## src/rtl/click_pkg.sv

```systemverilog
// Shared op codes and click-state type for the action scheduler.
package click_pkg;

    localparam int unsigned OP_W    = 3;
    localparam int unsigned NUM_SRC = 5;

    typedef logic [OP_W-1:0] op_t;

    localparam op_t OP_NONE    = 3'b000;
    localparam op_t OP_BTNC    = 3'b001;
    localparam op_t OP_DBLBTNC = 3'b010;
    localparam op_t OP_U       = 3'b100;
    localparam op_t OP_R       = 3'b101;
    localparam op_t OP_D       = 3'b110;
    localparam op_t OP_L       = 3'b111;

    typedef enum logic {
        IDLE   = 1'b0,
        WINDOW = 1'b1
    } click_state_t;

endpackage

```

## src/rtl/action_fifo.sv

```systemverilog
// Power-of-two action queue; push and pop may coincide at any occupancy, including full.
module action_fifo
    import click_pkg::*;
#(
    parameter int unsigned FIFO_DEPTH = 4
) (
    input  logic clk,
    input  logic clear,
    input  logic push,
    input  logic pop,
    input  op_t  data,
    output op_t  head,
    output logic full,
    output logic empty
);

    localparam int unsigned PTR_W = $clog2(FIFO_DEPTH);
    localparam int unsigned CNT_W = PTR_W + 1;

    op_t              mem [FIFO_DEPTH];
    logic [PTR_W-1:0] wr_ptr;
    logic [PTR_W-1:0] rd_ptr;
    logic [CNT_W-1:0] count;
    logic             do_pop;
    logic             do_push;

    // A pop frees a slot in the same cycle, so a full queue may still accept a push alongside it.
    always_comb begin
        do_pop  = pop && !empty;
        do_push = push && (!full || do_pop);
        full    = (count == CNT_W'(FIFO_DEPTH));
        empty   = (count == '0);
        head    = empty ? OP_NONE : mem[rd_ptr];
    end

    // Storage array; no reset needed since head is masked while empty.
    always_ff @(posedge clk) begin
        if (do_push) begin
            mem[wr_ptr] <= data;
        end
    end

    // Pointers wrap naturally at the power-of-two depth; count tracks occupancy.
    always_ff @(posedge clk) begin
        if (clear) begin
            wr_ptr <= '0;
            rd_ptr <= '0;
            count  <= '0;
        end else begin
            if (do_push) begin
                wr_ptr <= wr_ptr + 1'b1;
            end
            if (do_pop) begin
                rd_ptr <= rd_ptr + 1'b1;
            end
            case ({do_push, do_pop})
                2'b10:   count <= count + 1'b1;
                2'b01:   count <= count - 1'b1;
                default: count <= count;
            endcase
        end
    end

endmodule

```

## src/rtl/action_scheduler.sv

```systemverilog
// Button-to-action scheduler: edge detect, C click resolution, pending arbitration, action queue.
// Optional feature: define CLICK_DBLCLK_EN to resolve single/double C clicks over a DBL_WINDOW window;
// otherwise every C press is an immediate single-click action.
module action_scheduler
    import click_pkg::*;
#(
    parameter int unsigned DBL_WINDOW = 25000000,
    parameter int unsigned FIFO_DEPTH = 4
) (
    input  logic       clk,
    input  logic       clear,
    input  logic       btnC,
    input  logic       btnU,
    input  logic       btnR,
    input  logic       btnD,
    input  logic       btnL,
    input  logic       ack,
    output logic [2:0] action,
    output logic       valid,
    output logic       overflow
);

    // Elaboration-time guard on parameter ranges.
    if (DBL_WINDOW < 2 || FIFO_DEPTH < 2 || (FIFO_DEPTH & (FIFO_DEPTH - 1)) != 0) begin : g_bad_params
        $error("action_scheduler: DBL_WINDOW >= 2 and power-of-two FIFO_DEPTH >= 2 required");
    end

    // Source bit order is also arbitration order: [4]=C, [3]=U, [2]=R, [1]=D, [0]=L.
    logic [NUM_SRC-1:0] lvl;
    logic [NUM_SRC-1:0] prev;
    logic [NUM_SRC-1:0] press;
    logic [NUM_SRC-1:0] evt;
    logic [NUM_SRC-1:0] pend;
    logic [NUM_SRC-1:0] sel;
    op_t                c_evt;
    op_t                c_op;
    op_t                push_op;
    logic               push;
    logic               pop;
    logic               full;
    logic               empty;

    // Level registers load the live level during clear so held buttons never look like presses.
    always_ff @(posedge clk) begin
        if (clear) begin
            lvl  <= {btnC, btnU, btnR, btnD, btnL};
            prev <= {btnC, btnU, btnR, btnD, btnL};
        end else begin
            lvl  <= {btnC, btnU, btnR, btnD, btnL};
            prev <= lvl;
        end
    end

    assign press = lvl & ~prev;

`ifdef CLICK_DBLCLK_EN
    localparam int unsigned WIN_W = $clog2(DBL_WINDOW);

    click_state_t     state;
    click_state_t     state_nxt;
    logic [WIN_W-1:0] win_cnt;
    logic [WIN_W-1:0] win_cnt_nxt;

    // Click state and window counter registers.
    always_ff @(posedge clk) begin
        if (clear) begin
            state   <= IDLE;
            win_cnt <= '0;
        end else begin
            state   <= state_nxt;
            win_cnt <= win_cnt_nxt;
        end
    end

    // Second press inside the window wins over a coincident expiry.
    always_comb begin
        state_nxt   = state;
        win_cnt_nxt = win_cnt;
        c_evt       = OP_NONE;
        case (state)
            IDLE: begin
                if (press[4]) begin
                    state_nxt   = WINDOW;
                    win_cnt_nxt = '0;
                end
            end
            WINDOW: begin
                win_cnt_nxt = win_cnt + 1'b1;
                if (press[4]) begin
                    c_evt       = OP_DBLBTNC;
                    state_nxt   = IDLE;
                    win_cnt_nxt = '0;
                end else if (win_cnt == WIN_W'(DBL_WINDOW - 1)) begin
                    c_evt       = OP_BTNC;
                    state_nxt   = IDLE;
                    win_cnt_nxt = '0;
                end
            end
            default: begin
                state_nxt   = IDLE;
                win_cnt_nxt = '0;
            end
        endcase
    end
`else
    // Without double-click resolution every C press is a single click.
    assign c_evt = press[4] ? OP_BTNC : OP_NONE;
`endif

    assign evt = {c_evt != OP_NONE, press[3:0]};

    // Pick the highest-priority pending source and its op code.
    always_comb begin
        sel     = '0;
        push_op = OP_NONE;
        if (pend[4]) begin
            sel     = 5'b10000;
            push_op = c_op;
        end else if (pend[3]) begin
            sel     = 5'b01000;
            push_op = OP_U;
        end else if (pend[2]) begin
            sel     = 5'b00100;
            push_op = OP_R;
        end else if (pend[1]) begin
            sel     = 5'b00010;
            push_op = OP_D;
        end else if (pend[0]) begin
            sel     = 5'b00001;
            push_op = OP_L;
        end
    end

    assign push = |pend;
    assign pop  = ack && !empty;

    // Pending bits: the selected source retires (queued or dropped); new events set their bit.
    always_ff @(posedge clk) begin
        if (clear) begin
            pend     <= '0;
            c_op     <= OP_NONE;
            overflow <= 1'b0;
        end else begin
            pend <= (pend & ~sel) | evt;
            if (c_evt != OP_NONE) begin
                c_op <= c_evt;
            end
            if (push && full && !pop) begin
                overflow <= 1'b1;
            end
        end
    end

    action_fifo #(
        .FIFO_DEPTH(FIFO_DEPTH)
    ) u_fifo (
        .clk  (clk),
        .clear(clear),
        .push (push),
        .pop  (pop),
        .data (push_op),
        .head (action),
        .full (full),
        .empty(empty)
    );

    assign valid = !empty;

endmodule

```

## config.mk

```make
export PLATFORM = sky130hd
export DESIGN_NAME = action_scheduler
export DESIGN_NICKNAME = d
export VERILOG_FILES = /design/src/rtl/click_pkg.sv /design/src/rtl/action_fifo.sv /design/src/rtl/action_scheduler.sv
export SDC_FILE = /design/constraint.sdc
export NUM_CORES = 1
export LEC_CHECK = 0
export CAP_MARGIN = 20
export CORE_AREA = 2 2 56 58
export CTS_CLUSTER_SIZE = 10
export DETAILED_ROUTE_END_ITERATION = 8
export DIE_AREA = 0 0 58 60
export PLACE_DENSITY = 0.71
export REMOVE_ABC_BUFFERS = 1
export SLEW_MARGIN = 10
export SYNTH_ARGS = -nofsm -noshare
export SYNTH_HDL_FRONTEND = slang
export SYNTH_SLANG_ARGS = --single-unit
```

## constraint.sdc

```tcl
create_clock -name clk -period 2.6 [get_ports clk]
set_input_delay 0.26 -clock clk [delete_from_list [all_inputs] [get_ports clk]]
set_output_delay 0.26 -clock clk [all_outputs]
set_load 0.05 [all_outputs]
```

Word-level counts from Yosys, hierarchy flattened --
Memories as Yosys holds them, arrays and structs flattened. A register that Yosys moved wholly into a read port is not among the register bits. Index checks and enable logic that the tools add are counted.
Storage, ports and cells: word-level logic and storage cells 52, bits of input ports 8, memories 1, output and inout port bits 5, flip-flop bits (word level) 26, memory bits (writable) 12
Memory list:
- u_fifo.mem | depth 4, width 3, rd ports 1, clocked after Yosys merged registers in 1, wr ports 1, line action_fifo.sv:20 | op_t mem [FIFO_DEPTH];
Operators by class: mux-type cells 18, $add $sub $neg 4, equal/unequal tests 3, bitwise gates (word level) 5, reductions and logical operators 13
Operators by type and width (count):
- 3-bit 2-to-1 mux | 7
- 5-bit AND | 2
- 5-bit 2-to-1 mux | 2
- 5-bit inverter | 2
- 2-bit 2-to-1 mux | 3
- 3-bit one-hot mux with 2 select lines | 1
- 1-bit logical AND | 5
- 5-bit bitwise OR | 1
- 5-bit OR reduction | 1
- 2-bit by 1-bit adder with 2-bit output (second input constant) | 2
- 1-bit 2-to-1 mux | 4
- 4-bit 2-to-1 mux | 1
- 3-bit by 1-bit adder with 3-bit output (second input constant) | 1
- 3-bit == test (second input constant) | 1
- 1-bit zero test | 3
- 3-bit zero test | 1
- 3-bit nonzero test | 1
- 3-bit by 1-bit subtractor with 3-bit output (second input constant) | 1
- 2-bit by 1-bit == test with 1-bit output (second input constant) | 1
- 2-bit == test (second input constant) | 1
- 2-bit nonzero test | 1
- 1-bit logical OR | 1

Depth between registers and ports, before layout --
Gate-level depths: netlist (run 1).
depth after elaboration 8, mapped depth 6, depth with buffers taken out 6

Modules after synthesis --
A second synthesis (run 1) with hierarchy kept.
Unflattened totals: cell total of the unflattened synthesis 138, area total of the unflattened synthesis 1591.5 sq um
Modules (own cells, without submodules):
- action_fifo | times used 1, area an instance 1021.0 sq um, cells an instance 86, seq. area each 540.5 sq um
- action_scheduler | times used 1, area an instance 570.5 sq um, cells an instance 52, seq. area each 340.3 sq um

Worst setup path after synthesis (run 1) --
No wires, ideal clock.
path kind register to register, start reg pend[3], end reg u_fifo.count[2], data required time 2477 ps, buffers on the path 0, path slack 687 ps, cell stages (with the launch flop) 7, clock period less this slack 1913 ps, library setup time 123 ps, arrival time 1790 ps, cell sequence dfxtp_1 > nor3_2 > and3_1 > inv_1 > fa_1 > mux2i_1 > mux2_1
On the way: cells in the longest elaborated chain, start to end 4, elaborated cells on any way between the ends 6, classes of those cells eq/ne (2); mux (1); reduce/logical (3)
RTL lines:
- start, declared | line action_scheduler.sv:33 | logic [NUM_SRC-1:0] pend;
- start signal, assigned | line action_scheduler.sv:144 | pend <= (pend & ~sel) | evt;
- 5-bit OR reduction (*) | line action_scheduler.sv:134 | assign push = |pend;
- 1-bit logical AND (*) | line action_fifo.sv:30 | do_push = push && (!full || do_pop);
- 2-bit by 1-bit == test with 1-bit output or 2-bit == test (tied branches) | line action_fifo.sv:56 | case ({do_push, do_pop})
- 3-bit one-hot mux with 2 select lines or 2-bit nonzero test (tied branches)
- end signal, assigned | line action_fifo.sv:57 | 2'b10: count <= count + 1'b1;
- end signal, assigned | line action_fifo.sv:58 | 2'b01: count <= count - 1'b1;
- end signal, assigned | line action_fifo.sv:59 | default: count <= count;
- end, declared | line action_fifo.sv:23 | logic [CNT_W-1:0] count;
Every way passes the cells marked *; elsewhere a longest branch is shown, timed or not. A chain may end at the register's enable or synchronous reset.

==> flow_summary.ini, run 1 <==
[status]
status = complete, no violations

[global_route]
grt_pass1_wl_um = 3730
grt_max_degree = 21
antenna_found_initial = 0
grt-ovfl-total = 0
grt_usage_pct = 15.0
grt_pass1_vias = 881

[yosys]
synth_edf_count = 12
muxShareOfSynthArea_pct = 10.3
ys_types = 33
synth-simple-area-share_pct = 14.9
synth_seq_cells = 38
synth.most_common_cell = dfxtp_1
synth_top_area_share_pct = 34.8
avgSynthCellArea_um2 = 12.0
syn_inst = 125
ys_dominant_reg_cell = dfxtp_1
synth-compound-area-share_pct = 6.95
syn_area_um2 = 1500
synth-xor-area-share_pct = 1.76
synth_common_cells = 26 x dfxtp_1, 13 x nor2_1, 12 x edfxtp_1
ys_seq_area_share_pct = 58.9
synth_warnings = 0
synthTopCellsByArea = dfxtp_1 35%, edfxtp_1 24%, mux4_2 4.5%, ha_1 3.3%, nor2_1 3.3%
synth_top_family_by_area = simple AND/OR/NAND/NOR gates
async_flop_share_pct = 0
synthAdderAreaFrac_pct = 4.69
synth_area_leader_cell = dfxtp_1

[setup_path]
required_ns = 2.34
path_max_fanout = 3
rr_endpoint = u_fifo.count[2]$_SDFFE_PP0P_
worst-setup-path-type = reg -> out
arrival_ns = 2.11
cp-start-kind = register
worstReg2RegStart = pend[3]$_SDFF_PP0_
worstSetupEndpointType = output pin
rrSetupSlack_ns = 0.52
reg2reg_depth = 6

[floorplanning]
start_util_pct = 51.5
ioPinCount = 13
die_w_um = 58
core_um2 = 2900
rows = 20
fp.dieArea_um2 = 3480
die_height_um = 60

[drt]
avgRoutedWirePerCell_um = 12.0
m1WireLength_um = 917
wl_met3_um = 70
first_pass_iters = 4
avgViaCountPerCell = 5.10
drt_wl_total_um = 2120
ant_nets = 0
drt_iter0_drc = 13
dr.max_layer_used = met4
wl_met2_um = 1070
drc = 0
num_vias = 902

[worst_hold_path]
min_from = btnR
holdPathStages = 1
hold-path-endpoint = lvl[2]$_DFF_P_
hp-class = in -> reg

[sta]
tightestPinTransition_ns = 0.727
timing.fmax_ghz = 0.421
slew_headroom_pct = 51.4
rsz0062_at_grt = no
period_share_pct = 91.3
slew_violations = 0
setup_viol = 0
post-route-min-period_ns = 2.37
finalHoldViolCount = 0
skew_ns = 0.00755
tns_ns = 0

[layout]
nFillCells = 250
multiInputGateArea_um2 = 577
drive_above_1_share_pct = 12.5
nNetsFinal = 157
seq_area_um2 = 881
area_growth_pct = 14.3
n_antenna_cell = 0

[cts]
cts_hold_buffers = 0
cts_setup_buffers = 0
clkTransAtPathRegs_ns = 0.10
cts_max_level = 2
ctsLongestPathBuffers = 2
root_buffer = clkbuf_4
cts_buffers = 5
cts_tree = built
cts_num_sinks = 38
cts_resized = 0
clkLatencyLatePin_ns = 0.32

[place]
hpwl_um = 1600
gp_congestion = 0.831
port_buffers = 12

[pwr]
seqPwrFrac_pct = 48.3
max-vdd-ir-drop_uv = 669
finalPower_uw = 1600
combPwrFrac_pct = 35.3
p_sw_share_pct = 34.4
leakage_uw = 0.000649
power.density_nw_per_um2 = 938
clock_power_share_pct = 16.5
p_switching_uw = 551
p_int_uw = 1050

[flow_run]
cap_violations = 0
## cell families after synthesis
| group | after synthesis |
|---|---|
| compound gates | 16 |
| simple gates | 42 |
| flops | 38 |
| xor+xnor | 3 |
| fa+ha+maj | 5 |
| buf+inv | 10 |
| mux | 11 |
## worst max-delay path, stage by stage, from the launching register on
cell	delay (ns)
dfxtp_1	0.43
mux4_2	0.51
nor2b_1	0.14
clkdlybuf4s50_1	0.71
## cell type report
class | instances | area share (%)
Sequential cell | 38 | 51.5
Multi-Input combinational cell | 77 | 33.7
Timing Repair Buffer | 14 | 7.91
Clock buffer | 7 | 2.64
Tap cell | 33 | 2.42
Inverter | 8 | 1.76
## power groups by stage
stage / combinational (µW) / clock [µW] / sequential [µW]
2_1_floorplan: 419 / 0 / 777
3_3_place_gp: 551 / 0 / 784
3_5_place_dp: 571 / 0 / 790
4_1_cts: 572 / 277 / 775
5_1_grt: 616 / 306 / 788
6_report: 565 / 264 / 773
## stage by stage
| step | hold WS (ns) | cells | cell area (µm²) | util [%] | worst slack, ns |
|---|---|---|---|---|---|
| finish | 0.394 | 177 | 1710 | 58.9 | 0.226 |
| global route | 0.392 | 177 | 1710 | 58.9 | 0.117 |
| CTS | 0.379 | 177 | 1710 | 58.9 | 0.183 |
| detailed placement | 0.403 | 170 | 1660 | 57.3 | 0.257 |
| global placement | 0.401 | 170 | 1660 | 57.3 | 0.315 |
| floorplan | 0.288 | 123 | 1490 | - | 0.687 |
## layer usage
| layer | global-route usage (%) | vias up |
|---|---|---|
| li1 | - | 468 |
| met1 | 16.6 | 409 |
| met2 | 24.8 | 18 |
| met3 | 4.55 | 7 |
| met4 | 10.3 | 0 |
| met5 | 0 | - |
## state kept, by name, indices dropped and copies added (netlist names), named ones only
register       flops
pend               5
prev               5
u_fifo.count       3
lvl                5
c_op               1
overflow           1
u_fifo.wr_ptr      2
u_fifo.rd_ptr      2
u_fifo.mem        12
## placed cells by master (no fill, tap or decap), types with 2 or more instances in the layout
cell type | synthesis | routed
ha_1 | 4 | 4
nor2_1 | 13 | 13
nand2b_1 | 4 | 4
a21oi_1 | 7 | 7
clkbuf_4 | 0 | 5
and2_1 | 4 | 4
xnor2_1 | 2 | 2
nor2b_1 | 6 | 6
nand2_1 | 7 | 7
inv_1 | 8 | 8
mux2i_1 | 3 | 3
nor3_1 | 2 | 2
buf_4 | 0 | 2
mux4_2 | 3 | 3
o21ai_0 | 3 | 3
edfxtp_1 | 12 | 12
clkdlybuf4s50_1 | 0 | 12
clkbuf_1 | 1 | 2
dfxtp_1 | 26 | 26
mux2_2 | 4 | 4
## worst max path at each step
stage | end | slack, ns | from
2_1_floorplan | u_fifo.count[2]$_SDFFE_PP0P_ | 0.69 | pend[3]$_SDFF_PP0_
3_3_place_gp | u_fifo.count[2]$_SDFFE_PP0P_ | 0.32 | ack
3_5_place_dp | u_fifo.count[2]$_SDFFE_PP0P_ | 0.26 | ack
4_1_cts | action[0] | 0.18 | register
5_1_grt | action[2] | 0.12 | register
6_report | action[0] | 0.23 | register
Note: power is estimated with default switching activity, not from simulation.
==> run 2: changes to the inputs <==
--- a/config.mk
+++ b/config.mk
@@ -10,6 +10,7 @@
 export CTS_CLUSTER_SIZE = 10
 export DETAILED_ROUTE_END_ITERATION = 8
 export DIE_AREA = 0 0 58 60
+export GPL_TIMING_DRIVEN = 1
 export PLACE_DENSITY = 0.71
 export REMOVE_ABC_BUFFERS = 1
 export SLEW_MARGIN = 10
==> results of run 2 <==
Same layout as run 1: the final DEF is identical, and so are final timing and power.
